## src/rtl/writeback_regfile_pkg.sv

```systemverilog
// Shared pipeline constants for the writeback stage: default widths,
// EX_WB field positions (the execute stage packs the bus with the same
// constants) and the halt state encoding.
package writeback_regfile_pkg;

  localparam int DEFAULT_DATA_W  = 32;
  localparam int DEFAULT_RADDR_W = 5;
  localparam int DEFAULT_BUS_W   = 181;
  localparam int DEFAULT_CNT_W   = 32;

  // ID_EX and EX_WB share one width
  localparam int ID_EX_W = 181;
  localparam int EX_WB_W = 181;

  localparam int WB_DATA_LSB  = 0;
  localparam int WB_DATA_MSB  = 31;
  localparam int WB_ADDR_LSB  = 64;
  localparam int WB_ADDR_MSB  = 68;
  localparam int WB_WE_BIT    = 69;
  localparam int WB_HALT_BIT  = 70;
  localparam int WB_VALID_BIT = 71;

  typedef enum logic {
    RUN    = 1'b0,
    HALTED = 1'b1
  } wb_state_t;

endpackage

```

## src/rtl/writeback_regfile_if.sv

```systemverilog
// Execute-to-writeback bus plus decode read ports and commit trace.
// The master side is the pipeline (EX stage / decode), the slave side is
// the writeback register file.
interface writeback_regfile_if
  import writeback_regfile_pkg::*;
#(
  parameter int DATA_W  = DEFAULT_DATA_W,
  parameter int RADDR_W = DEFAULT_RADDR_W,
  parameter int BUS_W   = DEFAULT_BUS_W,
  parameter int CNT_W   = DEFAULT_CNT_W
);

  logic [BUS_W-1:0]   EX_WB;
  logic [RADDR_W-1:0] rd_addr_a;
  logic [RADDR_W-1:0] rd_addr_b;
  logic [DATA_W-1:0]  rd_data_a;
  logic [DATA_W-1:0]  rd_data_b;
  logic               wb_valid;
  logic [RADDR_W-1:0] wb_addr;
  logic [DATA_W-1:0]  wb_data;
  logic               halted;
  logic [CNT_W-1:0]   retired_count;

  modport master (
    output EX_WB, rd_addr_a, rd_addr_b,
    input  rd_data_a, rd_data_b, wb_valid, wb_addr, wb_data, halted, retired_count
  );

  modport slave (
    input  EX_WB, rd_addr_a, rd_addr_b,
    output rd_data_a, rd_data_b, wb_valid, wb_addr, wb_data, halted, retired_count
  );

endinterface

```

## src/rtl/writeback_regfile_2r1w.sv

```systemverilog
// 2^RADDR_W x DATA_W register array with one synchronous write port and two
// combinational read ports. Register 0 reads as zero and is never written;
// a read of the address being written this cycle returns the write data.
module writeback_regfile_2r1w #(
  parameter int DATA_W  = 32,
  parameter int RADDR_W = 5
) (
  input  logic               clock,
  input  logic               reset,
  input  logic               we,
  input  logic [RADDR_W-1:0] waddr,
  input  logic [DATA_W-1:0]  wdata,
  input  logic [RADDR_W-1:0] raddr_a,
  input  logic [RADDR_W-1:0] raddr_b,
  output logic [DATA_W-1:0]  rdata_a,
  output logic [DATA_W-1:0]  rdata_b
);

  localparam int DEPTH = 1 << RADDR_W;

  logic [DATA_W-1:0] mem [DEPTH];

  // Array storage: cleared on reset, written on a qualified write to a nonzero register
  always_ff @(posedge clock or posedge reset) begin
    if (reset) begin
      for (int i = 0; i < DEPTH; i++) begin
        mem[i] <= '0;
      end
    end else if (we && (waddr != '0)) begin
      mem[waddr] <= wdata;
    end
  end

  // Port A: r0 is zero, same-cycle write forwards ahead of the stale array value
  always_comb begin
    rdata_a = mem[raddr_a];
    if (raddr_a == '0) begin
      rdata_a = '0;
    end else if (we && (waddr == raddr_a)) begin
      rdata_a = wdata;
    end
  end

  // Port B: identical to port A, bypasses independently
  always_comb begin
    rdata_b = mem[raddr_b];
    if (raddr_b == '0) begin
      rdata_b = '0;
    end else if (we && (waddr == raddr_b)) begin
      rdata_b = wdata;
    end
  end

endmodule

```

## src/rtl/writeback_regfile.sv

```systemverilog
// Final pipeline stage: decodes EX_WB, commits results to the register
// file, counts retired instructions and latches processor halt. Once
// halted only reset brings the stage back; the read ports stay live.
module writeback_regfile
  import writeback_regfile_pkg::*;
#(
  parameter int DATA_W  = DEFAULT_DATA_W,
  parameter int RADDR_W = DEFAULT_RADDR_W,
  parameter int BUS_W   = DEFAULT_BUS_W,
  parameter int CNT_W   = DEFAULT_CNT_W
) (
  input  logic               clock,
  input  logic               reset,
  writeback_regfile_if.slave bus
);

  logic               ex_valid;
  logic               ex_we;
  logic               ex_halt;
  logic [RADDR_W-1:0] ex_dest;
  logic [DATA_W-1:0]  ex_data;
  logic               unused_ex_bits;

  wb_state_t          state_q;
  wb_state_t          state_d;
  logic               in_run;
  logic               commit;
  logic               retire;

  logic               wb_valid_q;
  logic [RADDR_W-1:0] wb_addr_q;
  logic [DATA_W-1:0]  wb_data_q;
  logic [CNT_W-1:0]   count_q;

  assign ex_data  = bus.EX_WB[WB_DATA_MSB:WB_DATA_LSB];
  assign ex_dest  = bus.EX_WB[WB_ADDR_MSB:WB_ADDR_LSB];
  assign ex_we    = bus.EX_WB[WB_WE_BIT];
  assign ex_halt  = bus.EX_WB[WB_HALT_BIT];
  assign ex_valid = bus.EX_WB[WB_VALID_BIT];

  assign unused_ex_bits = ^{bus.EX_WB[BUS_W-1:WB_VALID_BIT+1],
                            bus.EX_WB[WB_ADDR_LSB-1:WB_DATA_MSB+1]};

  // A write held on the bus while reset is asserted is discarded, so it must
  // not leak through the bypass path either.
  assign in_run = (state_q == RUN);
  assign retire = ex_valid && in_run;
  assign commit = retire && ex_we && !ex_halt && (ex_dest != '0) && !reset;

  // Halt state register
  always_ff @(posedge clock or posedge reset) begin
    if (reset) begin
      state_q <= RUN;
    end else begin
      state_q <= state_d;
    end
  end

  // Next state: a valid halt instruction in RUN parks the stage until reset
  always_comb begin
    state_d = state_q;
    if (in_run && ex_valid && ex_halt) begin
      state_d = HALTED;
    end
  end

  // Commit trace and retired-instruction counter
  always_ff @(posedge clock or posedge reset) begin
    if (reset) begin
      wb_valid_q <= 1'b0;
      wb_addr_q  <= '0;
      wb_data_q  <= '0;
      count_q    <= '0;
    end else begin
      wb_valid_q <= commit;
      if (commit) begin
        wb_addr_q <= ex_dest;
        wb_data_q <= ex_data;
      end
      if (retire) begin
        count_q <= count_q + CNT_W'(1);
      end
    end
  end

  writeback_regfile_2r1w #(
    .DATA_W  (DATA_W),
    .RADDR_W (RADDR_W)
  ) u_regfile (
    .clock   (clock),
    .reset   (reset),
    .we      (commit),
    .waddr   (ex_dest),
    .wdata   (ex_data),
    .raddr_a (bus.rd_addr_a),
    .raddr_b (bus.rd_addr_b),
    .rdata_a (bus.rd_data_a),
    .rdata_b (bus.rd_data_b)
  );

  assign bus.wb_valid      = wb_valid_q;
  assign bus.wb_addr       = wb_addr_q;
  assign bus.wb_data       = wb_data_q;
  assign bus.halted        = (state_q == HALTED);
  assign bus.retired_count = count_q;

endmodule

```

## src/flat_wrapper.sv

```systemverilog
// flat-port wrapper written by rule: the top's interface ports become plain ports
module writeback_regfile_flat import writeback_regfile_pkg::*;
#(
  parameter int DATA_W  = DEFAULT_DATA_W,
  parameter int RADDR_W = DEFAULT_RADDR_W,
  parameter int BUS_W   = DEFAULT_BUS_W,
  parameter int CNT_W   = DEFAULT_CNT_W
)
  (clock, reset, bus_EX_WB, bus_rd_addr_a, bus_rd_addr_b, bus_rd_data_a, bus_rd_data_b, bus_wb_valid, bus_wb_addr, bus_wb_data, bus_halted, bus_retired_count);
  writeback_regfile_if #(.DATA_W(DATA_W), .RADDR_W(RADDR_W), .BUS_W(BUS_W), .CNT_W(CNT_W)) bus_i ();
  input  logic clock;
  input  logic reset;
  input wire logic [$bits(bus_i.EX_WB)-1:0] bus_EX_WB;
  input wire logic [$bits(bus_i.rd_addr_a)-1:0] bus_rd_addr_a;
  input wire logic [$bits(bus_i.rd_addr_b)-1:0] bus_rd_addr_b;
  output wire logic [$bits(bus_i.rd_data_a)-1:0] bus_rd_data_a;
  output wire logic [$bits(bus_i.rd_data_b)-1:0] bus_rd_data_b;
  output wire logic [$bits(bus_i.wb_valid)-1:0] bus_wb_valid;
  output wire logic [$bits(bus_i.wb_addr)-1:0] bus_wb_addr;
  output wire logic [$bits(bus_i.wb_data)-1:0] bus_wb_data;
  output wire logic [$bits(bus_i.halted)-1:0] bus_halted;
  output wire logic [$bits(bus_i.retired_count)-1:0] bus_retired_count;
  assign bus_i.EX_WB = bus_EX_WB;
  assign bus_i.rd_addr_a = bus_rd_addr_a;
  assign bus_i.rd_addr_b = bus_rd_addr_b;
  assign bus_rd_data_a = bus_i.rd_data_a;
  assign bus_rd_data_b = bus_i.rd_data_b;
  assign bus_wb_valid = bus_i.wb_valid;
  assign bus_wb_addr = bus_i.wb_addr;
  assign bus_wb_data = bus_i.wb_data;
  assign bus_halted = bus_i.halted;
  assign bus_retired_count = bus_i.retired_count;
  writeback_regfile #(.DATA_W(DATA_W), .RADDR_W(RADDR_W), .BUS_W(BUS_W), .CNT_W(CNT_W)) u_core (.clock(clock), .reset(reset), .bus(bus_i));
endmodule
```

## config.mk

```make
export PLATFORM = sky130hd
export DESIGN_NAME = writeback_regfile_flat
export DESIGN_NICKNAME = d
export VERILOG_FILES = /design/src/rtl/writeback_regfile_pkg.sv /design/src/rtl/writeback_regfile_if.sv /design/src/rtl/writeback_regfile_2r1w.sv /design/src/rtl/writeback_regfile.sv /design/src/flat_wrapper.sv
export SDC_FILE = /design/constraint.sdc
export NUM_CORES = 2
export LEC_CHECK = 0
export CAP_MARGIN = 20
export CORE_MARGIN = 10
export CORE_UTILIZATION = 55
export CTS_CLUSTER_SIZE = 14
export DETAILED_ROUTE_END_ITERATION = 7
export PLACE_DENSITY = 0.77
export SYNTH_ARGS = -nofsm -noshare
export SYNTH_HDL_FRONTEND = slang
export SYNTH_SLANG_ARGS = --single-unit
```

## constraint.sdc

```tcl
create_clock -name clock -period 33.8 [get_ports clock]
set_clock_uncertainty 0.05 [all_clocks]
set_input_delay 5.07 -clock clock [delete_from_list [all_inputs] [get_ports clock]]
set_output_delay 5.07 -clock clock [all_outputs]
set_load 0.01 [all_outputs]
```

== Yosys cells after proc, flatten, opt, wreduce, memory -nomap -nowiden ==
Index checks and enable logic that the tools add are counted.

* Bits of input ports: 193
* Register bits after elaboration: 1,095
* Word-level logic and storage cells: 76

* $lt $le $gt $ge: 4
* Reduce and logical (&&, ||, !) cells: 15
* Eq/ne operators: 2
* Bitwise logic cells: 4
* $add $sub $neg: 1
* Muxes and demuxes: 13

{| class="wikitable"
|+ Operators with widths
! cell !! number
|-
| $bwmux 1024 || 1
|-
| $bmux 32 s5 || 2
|-
| $mux 32 || 9
|-
| $demux 32 s5 || 1
|-
| $add 32x1->32 const B || 1
|-
| $ge 6x6->1 const B || 3
|-
| $not 5->6 || 3
|-
| $eq 5x5->1 || 2
|-
| $logic_and 1x1->1 || 10
|-
| $logic_not 5->1 || 2
|-
| $lt 6x1->1 const B || 1
|-
| $reduce_bool 5->1 || 1
|-
| $logic_not 1->1 || 2
|-
| $not 1->1 || 1
|}

== Depth between registers and ports, before layout ==
* Depth in word-level cells: 9
* Mapped depth: 10

== Modules after synthesis ==
Synthesis repeated with hierarchy kept, for this count alone.

* Cell total of the unflattened synthesis: 4,064
* Area, all modules: 58,302.2 µm²

{| class="wikitable"
|+ By module, submodules not included
! module !! area an instance (µm²) !! cells each !! instances
|-
| writeback_regfile_2r1w || 55,253.0 || 3,859 || 1
|-
| writeback_regfile || 3,049.2 || 205 || 1
|}

== Least setup slack after synthesis ==
Ideal clock, no wire load.

* Path kind: input port to output port
* Start point: in bus_rd_addr_b[0]
* End point: out bus_rd_data_b[30]
* Cell stages on the path: 9
* Arrival time: 6.689 ns
* Path buffers: 4
* Setup slack: 21.991 ns
* Required time: 28.680 ns
* Cell sequence: buf_2 buf_2 buf_2 buf_2 mux4_2 mux2i_1 nand2_1 a211oi_1 a21oi_1

* Cells in the longest elaborated chain, start to end: 6

{| class="wikitable"
|+ Ends and longest elaborated chain
! element !! RTL line !! RTL
|-
| start: declaration || flat_wrapper.sv:15 || <nowiki>input wire logic [$bits(bus_i.rd_addr_b)-1:0] bus_rd_addr_b;</nowiki>
|-
| $not 5->6 (not written as such) || writeback_regfile_2r1w.sv:46 || <nowiki>rdata_b = mem[raddr_b];</nowiki>
|-
| $bmux 32 s5 || writeback_regfile_2r1w.sv:46 ||
|-
| $mux 32 (not written as such) (2 in a row) || writeback_regfile_2r1w.sv:46 ||
|-
| $mux 32 || writeback_regfile_2r1w.sv:49 || <nowiki>end else if (we && (waddr == raddr_b)) begin</nowiki>
|-
| $mux 32 * || writeback_regfile_2r1w.sv:47 || <nowiki>if (raddr_b == '0) begin</nowiki>
|-
| end: declaration || flat_wrapper.sv:17 || <nowiki>output wire logic [$bits(bus_i.rd_data_b)-1:0] bus_rd_data_b;</nowiki>
|}

Mark *: on every way between the ends. The rest lies on a longest branch, timed or not. The select of a mux whose other input is x is not followed.

== Worst setup path after layout ==
* Start point: in bus_EX_WB[67]
* End point: out bus_rd_data_a[15]

* Cells in the longest elaborated chain, start to end: 6

{| class="wikitable"
|+ Ends and longest elaborated chain
! element !! RTL line !! RTL
|-
| start: declaration || flat_wrapper.sv:13 || <nowiki>input wire logic [$bits(bus_i.EX_WB)-1:0] bus_EX_WB;</nowiki>
|-
| $reduce_bool 5->1 || writeback_regfile.sv:48 || <nowiki>assign commit = retire && ex_we && !ex_halt && (ex_dest != '0) && !reset;</nowiki>
|-
| $logic_and 1x1->1 (2 in a row) || writeback_regfile.sv:48 ||
|-
| $logic_and 1x1->1 * || writeback_regfile_2r1w.sv:39 || <nowiki>end else if (we && (waddr == raddr_a)) begin</nowiki>
|-
| $mux 32 * || writeback_regfile_2r1w.sv:39 ||
|-
| $mux 32 * || writeback_regfile_2r1w.sv:37 || <nowiki>if (raddr_a == '0) begin</nowiki>
|-
| end: declaration || flat_wrapper.sv:16 || <nowiki>output wire logic [$bits(bus_i.rd_data_a)-1:0] bus_rd_data_a;</nowiki>
|}

Mark *: on every way between the ends. The rest lies on a longest branch, timed or not.

==> metrics.md <==
| Metric | Value |
|---|---|
| Status | `finished, final reports clean` |
| Post-CTS Resized | `0` |
| CTS tree | `done` |
| Pwr Density | `44.4 mW/mm2` |
| Initial antenna violation count | `3` |
| Count of different cell masters after synthesis | `55` |
| Clk sink count | `1,095` |
| DR vias/cell | `around 6.9` |
| Final setup viols | `0` |
| H-tree Lvls | `3` |
| DR DRC count | `0` |
| CTS buffer count | `115` |
| Nets@finish | `about 4,500` |
| Internal power | `0.00220 W` |
| Mapped Nets | `4,522` |
| Design Power | `a little under 0.003 W` |
| Number of port buffers | `186` |
| DR iter-0 viols | `4,359` |
| Grt met3 use | `0.0578` |
| Global Route met2 Usage | `0.449` |
| Slew @ Worst Pin | `~1100 ps` |
| Top cells by area, synth | `dfrtp_1 46%, mux2_2 18%, mux2i_1 11%` |
| Die area | `0.121 mm2` |
| Flop pwr share | `0.456` |
| Initial core utilization | `0.553` |
| EDFF count, synth | `0` |
| Clock share of power | `0.458` |
| Logic gate share of total power | `0.085` |
| Layout cells sized above 1 | `0.363` |
| Die Height | `348 um` |
| VDD IR max | `0.0389 mV` |
| P_leak | `31.7 nW` |
| Commonest non-fill, non-tap cells in the layout | `1,095 x dfrtp_1, 955 x mux2_2, 636 x mux2i_1` |
| Wire per inst | `slightly above 30 um` |
| Total I/O pin count | `328` |
| Clock root buffer master | `clkbuf_16` |
| Cell area after synthesis | `0.0592 mm2` |
| Skew-Pair Late Insertion Delay | `approximately 700 ps` |
| Hold_buf cts | `0` |
| Worst-path clk slew | `roughly 60 ps` |
| Sw Pwr | `0.000710 W` |
| Switching share of power | `0.244` |
| Final hold viol count | `0` |
| Pre-CTS setup slack | `~19,000 ps` |
| Crit path launch type | `input pin` |
| Max Root-Sink Buffers | `3` |
| Vias in the first global route | `40,500` |
| Post-Syn Area per Cell | `between 10 and 15 um2` |
| Worst Hold Class | `register to register` |
| Critical Path RT | `28,680 ps` |
| Crit Path Class | `input pin to primary output` |
| Post-route clock period utilization | `0.449` |
| Row count | `120` |
| Crit path max fanout | `37` |
| Final min period | `15,180 ps` |
| Yosys reg bits | `about 1,100` |
| Setup TNS | `0 ps` |
| Fillers | `a little over 8,000` |
| Sequential area share after synthesis | `0.463` |
| Crit end category | `primary output` |
| Post-CTS Setup Bufs | `0` |
| Max_slew headroom | `0.257` |
| Fmax | `0.0659 GHz` |
| Synth top area share | `0.463` |
| RSZ-0062 raised after global routing | `false` |
| Largest net degree at the start of global routing | `roughly 170` |
| GP Congestion | `0.814` |
| Post-Synthesis Cells | `4,328` |
| Most common cell after layout, fill and taps aside | `dfrtp_1` |
| Total GRT Usage | `0.287` |
| DR pass1 iterations | `6` |
| First-pass GRT wire length | `264,000 um` |
| HPWL after detailed placement | `~98,000 um` |
| Ys async rst share | `1.00` |
| Maxcap violations | `0` |
| Synth Warn # | `0` |
| Core outline area | `0.107 mm2` |
| Min setup slack post-route | `between 15,000 and 20,000 ps` |
| Max-slew violations | `0` |
| Syn-to-layout area delta | `10.8%` |
| Critical Path AT | `slightly above 10,000 ps` |
| GR peak layer | `met2` |
| Synth area leader | `dfrtp_1` |
| Via count | `39,600` |
| Grt ovf | `0` |
| Routed Antenna Nets | `0` |
| Width of the die | `between 300 and 400 um` |
| Main flop type after synthesis | `dfrtp_1` |
| Routed wire length | `178,000 um` |
| M1 GR Usage | `0.384` |
[stage by stage]
stage                     instance area, um2  utilization  hold slack, ps  std cells
after floorplan                        59200            -             391       4328
after global placement                 61400        0.574             332       5561
after detailed placement               61400        0.574             336       5561
after CTS                              65400        0.611             351       5776
after global routing                   65600        0.613             358       5785
final                                  65600        0.613             351       5785
[cell type report]
| cell class | instances | area [um2] | area share |
|---|---|---|---|
| Antenna cell | 1 | 2.50 | 0.0000381 |
| Clock buffer | 175 | 3450 | 0.0525 |
| Timing Repair Buffer | 301 | 2930 | 0.0447 |
| Clock inverter | 40 | 552 | 0.00841 |
| Multi-Input combinational cell | 2760 | 29500 | 0.450 |
| Inverter | 10 | 43.8 | 0.000667 |
| Tap cell | 1403 | 1760 | 0.0267 |
| Sequential cell | 1095 | 27400 | 0.417 |
[worst paths after layout]
kind,from,to,slack [ps],cells past startpoint
setup / recovery,bus_EX_WB[67],bus_rd_data_a[15],18620,9
hold / removal,u_core.u_regfile.mem[993],u_core.u_regfile.mem[993],350,0
setup reg to reg,u_core.bus.halted,u_core.u_regfile.mem[272],30420,6
hold reg to reg,u_core.u_regfile.mem[993],u_core.u_regfile.mem[993],350,0
max in group asynchronous,reset,u_core.u_regfile.mem[148],25660,6
min in group asynchronous,reset,u_core.bus.wb_addr[1],4870,3
[state kept, by name (all words and copies together) (netlist names)]
register	count
u_core.bus.wb_data	32
u_core.bus.retired_count	32
u_core.bus.wb_valid	1
u_core.bus.wb_addr	5
u_core.bus.halted	1
u_core.u_regfile.mem	1024
[cells by family (layout without fill, tap and decap cells)]
family	after synthesis	after routing	synth area share
AOI/OAI and AO/OA	392	392	0.0505
and+or+nand+nor	407	407	0.0385
buffers and inverters	473	526	0.0417
DFF	1095	1095	0.463
xor gates and xnor gates	41	41	0.00606
other	0	1	0
muxes	1919	1919	0.400
adders and majority gates	1	1	0.000211
[power by group through the flow]
stage                     registers [W]  logic [W]  clock network (W)
after CTS                       0.00133   0.000246            0.00135
after global routing            0.00133   0.000263            0.00141
after detailed placement        0.00135   0.000245                  0
after global placement          0.00135   0.000244                  0
after floorplan                 0.00136   0.000150                  0
final                           0.00133   0.000249            0.00134
[cell usage after synthesis, types with 16 or more instances]
master	instances
dfrtp_1	1095
mux2_2	955
mux2i_1	636
mux4_2	257
clkbuf_1	206
buf_2	185
a22oi_1	180
nand3_1	136
nand2_1	104
a21oi_1	75
mux2_1	71
nand4_1	68
o211a_1	61
o22a_1	61
buf_6	46
xnor2_1	25
nor2_1	17
nor2_4	16
xor2_1	16
[metal layers]
metal,share of wire,vias up
met3,0.090,524
met4,0.050,2
li1,-,16300
met1,0.40,20800
met2,0.46,2039
met5,0.000073,-
[worst max-delay path, stage by stage]
cell and delay (ps):
clkdlybuf4s50_1 1050, nor2_1 380, a31o_2 390, inv_4 550
nand4_4 860, buf_4 620, nand4_1 240, o211a_1 270
clkdlybuf4s50_1 570
Note: power is estimated with default switching activity, not from simulation.
